**src/rtl/my_div_controller_if.sv**
```systemverilog
// Handshake, operand/result and subtractor-port bundle for my_div_controller.
// Optional MY_DIV_SIGNED_EN adds the op_signed request bit.
interface my_div_controller_if #(
    parameter int unsigned WIDTH = 32
);
    logic             start;
    logic             abort;
    logic [WIDTH-1:0] dividend;
    logic [WIDTH-1:0] divisor;
`ifdef MY_DIV_SIGNED_EN
    logic             op_signed;
`endif
    logic [WIDTH-1:0] sub_a;
    logic [WIDTH-1:0] sub_b;
    logic             sub_c0;
    logic [WIDTH-1:0] sub_res;
    logic             busy;
    logic             done;
    logic [WIDTH-1:0] quotient;
    logic [WIDTH-1:0] remainder;
    logic             div_by_zero;

    // Requester side; it also hosts the external subtractor.
    modport master (
        output start, abort, dividend, divisor,
`ifdef MY_DIV_SIGNED_EN
        output op_signed,
`endif
        output sub_res,
        input  sub_a, sub_b, sub_c0,
        input  busy, done, quotient, remainder, div_by_zero
    );

    modport slave (
        input  start, abort, dividend, divisor,
`ifdef MY_DIV_SIGNED_EN
        input  op_signed,
`endif
        input  sub_res,
        output sub_a, sub_b, sub_c0,
        output busy, done, quotient, remainder, div_by_zero
    );
endinterface

```
**src/rtl/my_div_controller.sv**
```systemverilog
// Restoring divide sequencer that reuses an external subtractor, one bit per clock.
// Optional MY_DIV_SIGNED_EN adds signed operation selected by op_signed.
module my_div_controller #(
    parameter int unsigned WIDTH = 32
) (
    input logic              clk,
    input logic              rst_n,
    my_div_controller_if.slave bus
);
    localparam int unsigned CW = $clog2(WIDTH) + 1;

    typedef enum logic [1:0] {IDLE, RUN, DONE} state_t;

    state_t           state;
    logic [CW-1:0]    count;
    logic [WIDTH-1:0] rem;
    logic [WIDTH-1:0] quo;
    logic [WIDTH-1:0] div;
    logic             busy_q;
    logic             done_q;
    logic [WIDTH-1:0] quotient_q;
    logic [WIDTH-1:0] remainder_q;
    logic             dz_q;
`ifdef MY_DIV_SIGNED_EN
    logic             q_neg;
    logic             r_neg;
    logic             neg_a;
    logic             neg_b;
`endif

    logic [WIDTH:0]   shifted;
    logic             qbit;
    logic [WIDTH-1:0] rem_nxt;
    logic [WIDTH-1:0] quo_nxt;
    logic [WIDTH-1:0] quo_fin;
    logic [WIDTH-1:0] rem_fin;
    logic [WIDTH-1:0] dvd_in;
    logic [WIDTH-1:0] dvs_in;
    logic             last;

    // One restoring step; the quotient bit comes from the internal compare only.
    always_comb begin
        shifted = {rem, quo[WIDTH-1]};
        qbit    = (shifted >= {1'b0, div});
        rem_nxt = qbit ? bus.sub_res : shifted[WIDTH-1:0];
        quo_nxt = {quo[WIDTH-2:0], qbit};
        last    = (count == CW'(WIDTH - 1));
`ifdef MY_DIV_SIGNED_EN
        neg_a   = bus.op_signed & bus.dividend[WIDTH-1];
        neg_b   = bus.op_signed & bus.divisor[WIDTH-1];
        dvd_in  = neg_a ? (~bus.dividend + WIDTH'(1)) : bus.dividend;
        dvs_in  = neg_b ? (~bus.divisor + WIDTH'(1)) : bus.divisor;
        quo_fin = q_neg ? (~quo_nxt + WIDTH'(1)) : quo_nxt;
        rem_fin = r_neg ? (~rem_nxt + WIDTH'(1)) : rem_nxt;
`else
        dvd_in  = bus.dividend;
        dvs_in  = bus.divisor;
        quo_fin = quo_nxt;
        rem_fin = rem_nxt;
`endif
    end

    // Sequencer and all registered outputs.
    always_ff @(posedge clk) begin
        if (!rst_n) begin
            state       <= IDLE;
            count       <= '0;
            rem         <= '0;
            quo         <= '0;
            div         <= '0;
            busy_q      <= 1'b0;
            done_q      <= 1'b0;
            quotient_q  <= '0;
            remainder_q <= '0;
            dz_q        <= 1'b0;
`ifdef MY_DIV_SIGNED_EN
            q_neg       <= 1'b0;
            r_neg       <= 1'b0;
`endif
        end else begin
            done_q <= 1'b0;
            case (state)
                IDLE: begin
                    if (bus.start) begin
                        busy_q <= 1'b1;
                        div    <= dvs_in;
                        rem    <= '0;
                        quo    <= dvd_in;
                        count  <= '0;
`ifdef MY_DIV_SIGNED_EN
                        q_neg  <= neg_a ^ neg_b;
                        r_neg  <= neg_a;
`endif
                        if (bus.divisor == '0) begin
                            dz_q        <= 1'b1;
                            quotient_q  <= '1;
                            remainder_q <= bus.dividend;
                            state       <= DONE;
                        end else begin
                            dz_q  <= 1'b0;
                            state <= RUN;
                        end
                    end
                end
                RUN: begin
                    if (bus.abort) begin
                        busy_q <= 1'b0;
                        state  <= IDLE;
                    end else begin
                        rem   <= rem_nxt;
                        quo   <= quo_nxt;
                        count <= count + CW'(1);
                        if (last) begin
                            quotient_q  <= quo_fin;
                            remainder_q <= rem_fin;
                            state       <= DONE;
                        end
                    end
                end
                DONE: begin
                    done_q <= 1'b1;
                    busy_q <= 1'b0;
                    state  <= IDLE;
                end
                default: state <= IDLE;
            endcase
        end
    end

    // Subtractor operands are plain rewiring of state registers.
    assign bus.sub_a       = {rem[WIDTH-2:0], quo[WIDTH-1]};
    assign bus.sub_b       = div;
    assign bus.sub_c0      = 1'b0;
    assign bus.busy        = busy_q;
    assign bus.done        = done_q;
    assign bus.quotient    = quotient_q;
    assign bus.remainder   = remainder_q;
    assign bus.div_by_zero = dz_q;
endmodule

```
**src/flat_wrapper.sv**
```systemverilog
// flat-port wrapper written by rule: the top's interface ports become plain ports
module my_div_controller_flat 
#(
    parameter int unsigned WIDTH = 32
)
  (clk, rst_n, bus_start, bus_abort, bus_dividend, bus_divisor, bus_sub_res, bus_sub_a, bus_sub_b, bus_sub_c0, bus_busy, bus_done, bus_quotient, bus_remainder, bus_div_by_zero);
  my_div_controller_if #(.WIDTH(WIDTH)) bus_i ();
  input logic clk;
  input logic rst_n;
  input wire logic [$bits(bus_i.start)-1:0] bus_start;
  input wire logic [$bits(bus_i.abort)-1:0] bus_abort;
  input wire logic [$bits(bus_i.dividend)-1:0] bus_dividend;
  input wire logic [$bits(bus_i.divisor)-1:0] bus_divisor;
  input wire logic [$bits(bus_i.sub_res)-1:0] bus_sub_res;
  output wire logic [$bits(bus_i.sub_a)-1:0] bus_sub_a;
  output wire logic [$bits(bus_i.sub_b)-1:0] bus_sub_b;
  output wire logic [$bits(bus_i.sub_c0)-1:0] bus_sub_c0;
  output wire logic [$bits(bus_i.busy)-1:0] bus_busy;
  output wire logic [$bits(bus_i.done)-1:0] bus_done;
  output wire logic [$bits(bus_i.quotient)-1:0] bus_quotient;
  output wire logic [$bits(bus_i.remainder)-1:0] bus_remainder;
  output wire logic [$bits(bus_i.div_by_zero)-1:0] bus_div_by_zero;
  assign bus_i.start = bus_start;
  assign bus_i.abort = bus_abort;
  assign bus_i.dividend = bus_dividend;
  assign bus_i.divisor = bus_divisor;
  assign bus_i.sub_res = bus_sub_res;
  assign bus_sub_a = bus_i.sub_a;
  assign bus_sub_b = bus_i.sub_b;
  assign bus_sub_c0 = bus_i.sub_c0;
  assign bus_busy = bus_i.busy;
  assign bus_done = bus_i.done;
  assign bus_quotient = bus_i.quotient;
  assign bus_remainder = bus_i.remainder;
  assign bus_div_by_zero = bus_i.div_by_zero;
  my_div_controller #(.WIDTH(WIDTH)) u_core (.clk(clk), .rst_n(rst_n), .bus(bus_i));
endmodule
```
**config.mk**
```make
export PLATFORM = sky130hd
export DESIGN_NAME = my_div_controller_flat
export DESIGN_NICKNAME = d
export VERILOG_FILES = /design/src/rtl/my_div_controller_if.sv /design/src/rtl/my_div_controller.sv /design/src/flat_wrapper.sv
export SDC_FILE = /design/constraint.sdc
export NUM_CORES = 1
export LEC_CHECK = 0
export CORE_ASPECT_RATIO = 1.75
export CORE_MARGIN = 2
export CORE_UTILIZATION = 35
export DETAILED_ROUTE_END_ITERATION = 12
export SLEW_MARGIN = 20
export SYNTH_ARGS = -nofsm -noshare
export SYNTH_HDL_FRONTEND = slang
export SYNTH_SLANG_ARGS = --single-unit
```
**constraint.sdc**
```tcl
create_clock -name clk -period 2.46 [get_ports clk]
set_input_delay 0.369 -clock clk [delete_from_list [all_inputs] [get_ports clk]]
set_output_delay 0.369 -clock clk [all_outputs]
set_load 0.01 [all_outputs]
```
* After elaboration in Yosys (flattened, before gate mapping)
Cells that the tools add are included.
W data, S select, Z words.
** Word-level totals
- Register bits after elaboration :: 171
- Latch bits :: 0
- RAM bits :: 0
- ROM bits :: 0
- Input port bits :: 100
- Output and inout port bits :: 132
- Logic and storage cells :: 60
- Memories :: 0
** Cells by class
- $add $sub $neg :: 1
- Multipliers :: 0
- Divide/modulo/power cells :: 0
- Order comparisons :: 1
- Eq/ne operators :: 9
- Shift-type cells :: 0
- Mux-type cells :: 30
- Bitwise gates (word level) :: 0
- Reduce and logical (&&, ||, !) cells :: 9
** Operator list (number)
- $mux W32 :: 13
- $pmux W32 S2 :: 4
- $ge A33 B32 Y1 :: 1
- $logic_not A32 Y1 :: 1
- $mux W6 :: 2
- $pmux W6 S2 :: 1
- $mux W2 :: 4
- $add A6 B1 Y6 const B :: 1
- $eq A6 B5 Y1 const B :: 1
- $ne A2 B2 Y1 const B :: 3
- $reduce_and A3 Y1 :: 2
- $reduce_and A5 Y1 :: 1
- $mux W1 :: 4
- $ne A2 B1 Y1 const B :: 2
- $pmux W2 S2 :: 1
- $reduce_and A2 Y1 :: 2
- $ne A3 B2 Y1 const B :: 1
- $pmux W1 S3 :: 1
- $reduce_bool A3 Y1 :: 1
- $eq A2 B1 Y1 const B :: 1
- $eq A2 B2 Y1 const B :: 1
- $logic_not A2 Y1 :: 1
- $reduce_bool A2 Y1 :: 1

* Logic depth before layout (Yosys ltp)
Gate-level depths: netlist (run 1).
- Depth after elaboration :: 5
- Gate-level depth with buffers :: 10
- Gate-level depth less buffers :: 8

* Worst setup path before layout (run 1)
No wires, ideal clock.
- Path kind :: register -> register
- Start :: register u_core.quo[31]
- End :: register u_core.rem[10]
- Setup time :: 122 ps
- Arrival :: 2200 ps
- Data required time :: 2338 ps
- Path slack :: 138 ps
- Stages on the path, launching flop included :: 11
- Path buffers :: 2
- Clock period less this slack :: 2322 ps
- Cells stage by stage :: dfxtp_1 -> inv_1 -> ha_1 -> nand2b_1 -> a2111o_1 -> a211oi_2 -> o21a_1 -> buf_6 -> a21oi_4 -> buf_6 -> a221o_1
** On the way
- Longest elaborated chain between the ends :: 4
** Ends and longest elaborated chain
- start: declaration :: line my_div_controller.sv:17 : logic [WIDTH-1:0] quo;
- start signal: assignment :: line my_div_controller.sv:88 : quo <= dvd_in;
- start signal: assignment :: line my_div_controller.sv:111 : quo <= quo_nxt;
- $ge A33 B32 Y1 :: line my_div_controller.sv:44 : qbit = (shifted >= {1'b0, div});
- $mux W32 :: line my_div_controller.sv:45 : rem_nxt = qbit ? bus.sub_res : shifted[WIDTH-1:0];
- $mux W32 :: line my_div_controller.sv:106 : if (bus.abort) begin
- $pmux W32 S2 :: line my_div_controller.sv:82 : case (state)
- end signal: assignment :: line my_div_controller.sv:110 : rem <= rem_nxt;
- end: declaration :: line my_div_controller.sv:16 : logic [WIDTH-1:0] rem;
No other way between the ends. The select of a mux whose other input is x is not followed.
A chain may end at the register's enable or synchronous reset.

* Final worst setup path (run 1)
- Start :: register u_core.quo[31]
- End :: register u_core.remainder_q[2] (netlist: u_core.bus.remainder[2])
** On the way
- Longest elaborated chain between the ends :: 5
** Ends and longest elaborated chain
- $ge A33 B32 Y1 :: line my_div_controller.sv:44
- $mux W32 :: line my_div_controller.sv:45
- $mux W32 :: line my_div_controller.sv:113 : if (last) begin
- $mux W32 :: line my_div_controller.sv:106
- $pmux W32 S2 :: line my_div_controller.sv:82
- end signal: assignment :: line my_div_controller.sv:97 : remainder_q <= bus.dividend;
- end signal: assignment :: line my_div_controller.sv:115 : remainder_q <= rem_fin;
- end: declaration :: line my_div_controller.sv:22 : logic [WIDTH-1:0] remainder_q;
No other way between the ends. The select of a mux whose other input is x is not followed.

==> results of run 1 <==
==> cell usage after synthesis, types with 2 or more instances <==
| cell | n | area [sq um] |
|---|---|---|
| nand4_1 | 6 | 37.5 |
| a21oi_1 | 85 | 425 |
| o41ai_1 | 26 | 228 |
| clkbuf_1 | 51 | 191 |
| a211oi_1 | 32 | 240 |
| a221o_1 | 32 | 320 |
| buf_1 | 2 | 7.51 |
| nand2b_1 | 34 | 213 |
| nand2_1 | 111 | 417 |
| o21a_1 | 3 | 22.5 |
| and3_1 | 32 | 200 |
| o21ai_2 | 2 | 17.5 |
| o41ai_2 | 6 | 97.6 |
| nor4_1 | 9 | 56.3 |
| nor4b_2 | 5 | 75.1 |
| nor2b_1 | 3 | 18.8 |
| mux2i_1 | 31 | 310 |
| inv_1 | 68 | 255 |
| dfxtp_1 | 171 | 3420 |
| nor3_1 | 3 | 15.0 |
| a311oi_1 | 31 | 272 |
| nor2_1 | 107 | 402 |
| nand3_1 | 6 | 30.0 |
| xor2_1 | 2 | 17.5 |
| o21ai_0 | 9 | 45.0 |
| buf_6 | 7 | 78.8 |
| buf_2 | 12 | 60.1 |
| and2_1 | 3 | 18.8 |
| ha_1 | 37 | 463 |
| buf_4 | 43 | 323 |
| nor4b_1 | 26 | 228 |
==> layout make-up <==
type	instances	area, sq um	share of cell area
Multi-Input combinational cell	667	4790	0.369
Timing Repair Buffer	346	3460	0.267
Sequential cell	171	3430	0.264
Clock buffer	19	453	0.0349
Tap cell	312	390	0.0301
Inverter	68	256	0.0197
Clock inverter	12	195	0.0150
Antenna cell	2	5.00	0.000385
==> flip-flops by register name, summed over array words and instances, names as in the netlist <==
register / cells
u_core.bus.quotient: 32
u_core.bus.remainder: 32
u_core.bus.sub_b: 32
u_core.quo: 32
u_core.rem: 32
u_core.count: 6
u_core.state: 2
u_core.bus.busy: 1
u_core.bus.div_by_zero: 1
u_core.bus.done: 1
==> stage by stage <==
step	instance area, sq um	utilization	hold WS, ns
floorplan	8740	-	0.449
global route	13000	0.529	0.483
CTS	12400	0.505	0.458
global placement	11600	0.473	0.431
finish	13000	0.529	0.463
detailed placement	11600	0.473	0.443
==> worst max-delay path by stage <==
stage,from,endpoint,cells past startpoint
3_5_place_dp,bus_divisor[21],u_core.bus.remainder[26],11
6_report,u_core.quo[31],u_core.bus.remainder[2],11
4_1_cts,u_core.quo[31],u_core.bus.remainder[28],10
5_1_grt,u_core.bus.sub_b[24],u_core.bus.remainder[2],10
3_3_place_gp,bus_divisor[21],u_core.bus.remainder[2],11
2_1_floorplan,u_core.quo[31],u_core.rem[10],10
==> routing by layer <==
layer  GRT usage  routed length [um]  part of all wire
met5           0                   0                 0
met4      0.0827                1020             0.035
met3      0.0425                1410             0.048
met2       0.367               15100              0.51
met1       0.256               11800              0.40
==> power breakdown <==
| group | internal, mW | total, mW | switching [mW] |
|---|---|---|---|
| logic | 1.82 | 3.80 | 1.98 |
| clock network | 1.85 | 3.02 | 1.18 |
| registers | 3.26 | 3.60 | 0.340 |
| total | 6.93 | 10.4 | 3.49 |
==> logic make-up (layout without fill, tap and decap cells) <==
family / count (synthesis) / after routing / share of synthesized area
muxes: 32 / 32 / 0.0368
xor gates and xnor gates: 3 / 3 / 0.00301
other: 1 / 3 / 0.000429
buffers and inverters: 183 / 445 / 0.105
DFF: 171 / 171 / 0.392
AOI/OAI and AO/OA: 238 / 239 / 0.203
and+or+nand+nor: 355 / 355 / 0.207
adders and majority gates: 37 / 37 / 0.0530
==> what timing repair did <==
action | in CTS | in global routing
gates resized for setup | 20 | 55
cloned | 2 | 4
endpoints found under the setup margin | 65 | 71
pin swaps | 8 | 15
buffers inserted | 1 | 16
==> worst max-delay path, cell delays in order (launching register included) <==
cell and delay [ns]:
dfxtp_2 0.33, inv_2 0.09, ha_4 0.20, nand2b_4 0.12
a2111o_1 0.37, a211oi_2 0.18, buf_4 0.18, o21a_4 0.20
buf_12 0.14, buf_12 0.13, a21oi_1 0.08, o41ai_1 0.34
==> results.cfg, run 1 <==
[status]
status = finished with violations
violations = setup timing

[sta]
hold_viol = 0
rsz0062_at_grt = yes
relSlewSlack = 0.607
finClkSkew_ns = 0.0112
fin_crit_ns = 2.49
fin_ws_ns = -0.0329
finalSetupViolCount = 1
fmax_ghz = 0.401
max_slew.worst_pin.slew_ns = 0.583
timing.final.crit_share = 1.01
fin_tns_setup_ns = -0.0329
slew_violations = 0

[worst_hold_path]
hp-start = u_core.bus.remainder[22]
whs_endpoint = u_core.bus.remainder[22]
hp-class = reg -> reg
hold-path-cell-count = 2

[setup_path]
critical_path_class = reg -> reg
critPathArrivalTime_ns = 2.81
r2r-start = u_core.quo[31]
crit_fanout = 6
worstRegToRegCells = 11
critPathRequiredTime_ns = 2.77
reg2reg_to = u_core.bus.remainder[2]
regToRegSetupSlack_ns = -0.03
cp-start-kind = register
end_kind = register

[clock_network]
cts_sinks = 171
clockRootBuffer = clkbuf_16
insertion_delay_ns = 0.45
cts_max_level = 4
holdBufCountCts = 0
cts_tree = built
path_clk_slew_ns = 0.07
clockBufferDepth = 2
numCtsBuffers = 17

[final_layout]
fin_cells = 1597
drive_gt1_frac = 0.178
nFillCells = 2336
layout_common_cells = clkdlybuf4s50_1 (230), dfxtp_1 (164), nand2_1 (111)
final_common_cell = clkdlybuf4s50_1
synthToLayoutAreaGrowth_pct = 48.7
fin_nets = 1408

[floorplan]
io_pins = 232
die_h_um = 213
initial_utilization = 0.356
core_sq_um = 24500
die_w_um = 123
dieArea_sq_um = 26300
num_rows = 76

[yosys]
ys.flop_type = dfxtp_1
synth_edf_count = 0
synth_seq_cells = 171
syn_inst = 1020
synth_seq_area_share = 0.392
postSynthNetCount = 1157
yosys_warnings = 0
async_flop_share = 0
avgSynthCellArea_sq_um = 8.57
synth_area_sq_um = 8740
synth_cell_types = 56

[global_route]
grt_pass1_vias = 7640
grt.total_usage = 0.213
grt_max_degree = 74
grt_pass1_wl_um = 43000
antenna_found_initial = 2
grt_overflow_total = 0

[power_and_ir_drop]
fin_total_pwr_mw = 10.4
leakage_nw = 5.04
ir_drop_v = 0.000491
power_density_nw_per_um2 = 802

[detailed_routing]
dr.pass1.iters = 5
via_count = 8265
ant_nets = 0
post_drt_wl_per_cell_um = 18.4
totalWireLength_um = 29400
via_per_inst = 5.18
drc_errors = 0
drtIter0Drc = 646

[flow_run]
maxCapViolCount = 0

[place]
hpwl_um = 20900
dp_cells = 1542
portBuffers = 230
globalplace.congestion = 0.874
post-place-ws_ns = -0.369
Power figures use the tool's default switching activity.
==> run 2, diff against run 1 <==
CAP_MARGIN = 40   (was default)
==> results of run 2 <==
The final DEF is identical to that of run 1; final timing and power are the same.
==> run 3, diff against run 2 <==
CORE_ASPECT_RATIO = default   (was 1.75)
==> run 3 against run 2 <==
Effect of this change:
- the flow now finishes without violations
- clock skew is 0.0042 ns higher
- power shrank 2.9%
- sequential share of layout area is 0.43 points higher
- sequential power about the same
- critical endpoint is now u_core.bus.remainder[26]
==> results.cfg, run 3 (synthesis gave the netlist of run 1 again) <==
[setup_path]
cp-start-kind = register
slowest_delay_ns = 0.44
critPathBufInv = 4
critPathArrivalTime_ns = 2.73
slowest_stage = a2111o_1
r2r-start = u_core.quo[31]
crit_start = u_core.quo[31]
regToRegSetupSlack_ns = 0.05
critical_path_class = reg -> reg
critPathRequiredTime_ns = 2.79
crit_fanout = 7
cp_cell_sequence = inv_2 > ha_4 > nand2b_4 > a2111o_1 > a211oi_4 > o21ai_4 > buf_6 > buf_12 > nor4b_4 > buf_4 > o41ai_2
path_delay_family = compound AO/OA/AOI/OAI gates
end_kind = register

[clock_network]
path_clk_slew_ns = 0.07
cts_sinks = 171
clockRootBuffer = clkbuf_16
holdBufCountCts = 0
insertion_delay_ns = 0.44
cts_tree = built
cts_max_level = 4
numCtsBuffers = 17
clockBufferDepth = 2

[sta]
rsz0062_at_grt = yes
finalSetupViolCount = 0
finClkSkew_ns = 0.0154
slew_violations = 0
fin_crit_ns = 2.41
timing.final.crit_share = 0.978
fmax_ghz = 0.416
fin_ws_ns = 0.0536
hold_viol = 0

[final_layout]
num_antenna_cells = 0
layout_common_cells = clkdlybuf4s50_1 (230), dfxtp_1 (164), nand2_1 (111)
fin_nets = 1392
ff_latch_area_sq_um = 3430
drive_gt1_frac = 0.165
final_common_cell = clkdlybuf4s50_1
synthToLayoutAreaGrowth_pct = 46.3
multiInputGateArea_sq_um = 4820
nFillCells = 2303
postLayoutCoreUtil = 0.524

[flow_run]
maxCapViolCount = 0

[power_and_ir_drop]
ir_drop_v = 0.000524
fin_total_pwr_mw = 10.1
power_density_nw_per_um2 = 792
leakage_nw = 4.90

[floorplan]
initial_utilization = 0.358
core_sq_um = 24400
io_pins = 232
dieArea_sq_um = 26200
num_rows = 57
die_h_um = 162
die_w_um = 162

[detailed_routing]
drc_errors = 0
post_drt_wl_per_cell_um = 18.8
via_count = 8203
via_per_inst = 5.15
ant_nets = 0
drtIter0Drc = 548
totalWireLength_um = 29900
dr.pass1.iters = 6

[place]
globalplace.congestion = 0.832
post-place-ws_ns = -0.248
portBuffers = 230
hpwl_um = 22000

[global_route]
grt_max_degree = 101
grt_overflow_total = 0
grt_pass1_vias = 7849
antenna_found_initial = 1
grt_pass1_wl_um = 45800
grt.total_usage = 0.225

[worst_hold_path]
hp-start = u_core.bus.remainder[2]
hp-class = reg -> reg

[status]
status = finished, final reports clean
## run 3: changes by cell type in the layout (fill, tap and decap cells not counted), moves of 3 or more
cell / before / now
clkinvlp_4: 1 / 4
nor4b_1: 12 / 3
a21oi_2: 7 / 2
a21oi_1: 78 / 83
buf_6: 5 / 1
buf_4: 90 / 82
bufinv_16: 5 / 0
clkbuf_16: 21 / 18
clkinv_2: 5 / 1
o41ai_1: 17 / 22
o41ai_2: 15 / 10
inv_8: 0 / 4
nor4b_4: 1 / 9
## run 3: cell type report
class | instances | share of cell area
Clock inverter | 15 | 0.0118
Multi-Input combinational cell | 666 | 0.377
Timing Repair Buffer | 331 | 0.258
Sequential cell | 171 | 0.269
Tap cell | 324 | 0.0317
Clock buffer | 17 | 0.0333
Inverter | 68 | 0.0201
## run 3: through the flow
stage,hold WS [ns],cells,cell area [sq um],setup TNS (ns)
global placement,0.433,1554,11700,-17.89
floorplan,0.449,1020,8740,0
finish,0.454,1592,12800,0
global route,0.475,1592,12800,-0.488
detailed placement,0.442,1554,11700,-14.39
CTS,0.460,1587,12300,-0.0589
## run 3: routing by layer
metal  global-route usage  vias to the layer above  part of all wire
li1                     -                     4079                 -
met1                0.308                     3864              0.45
met2                0.346                      235              0.46
met3               0.0756                       25             0.079
met4               0.0467                        0             0.012
met5                    0                        -                 0
## run 3: final timing paths
| path | endpoint | cells past startpoint |
|---|---|---|
| setup / recovery | u_core.bus.remainder[26] | 11 |
| hold / removal | u_core.bus.remainder[2] | 2 |
| setup reg to reg | u_core.bus.remainder[26] | 11 |
| hold reg to reg | u_core.bus.remainder[2] | 2 |
## run 3: worst min-delay path, stage by stage, from the launching register on
cell,delay (ns)
dfxtp_1,0.33
nand2_1,0.05
o41ai_1,0.05
## run 3: repair_timing
| item | CTS | global route |
|---|---|---|
| resized for setup | 16 | 60 |
| gates cloned | 0 | 1 |
| endpoints found under the setup margin | 65 | 93 |
| buffers inserted | 1 | 4 |
| pin swaps | 6 | 10 |
## run 3: power breakdown
| part | total [mW] | internal (mW) | switching (mW) |
|---|---|---|---|
| logic | 3.85 | 1.85 | 2.00 |
| registers | 3.60 | 3.26 | 0.335 |
| clock network | 2.67 | 1.35 | 1.32 |
| total | 10.1 | 6.46 | 3.65 |
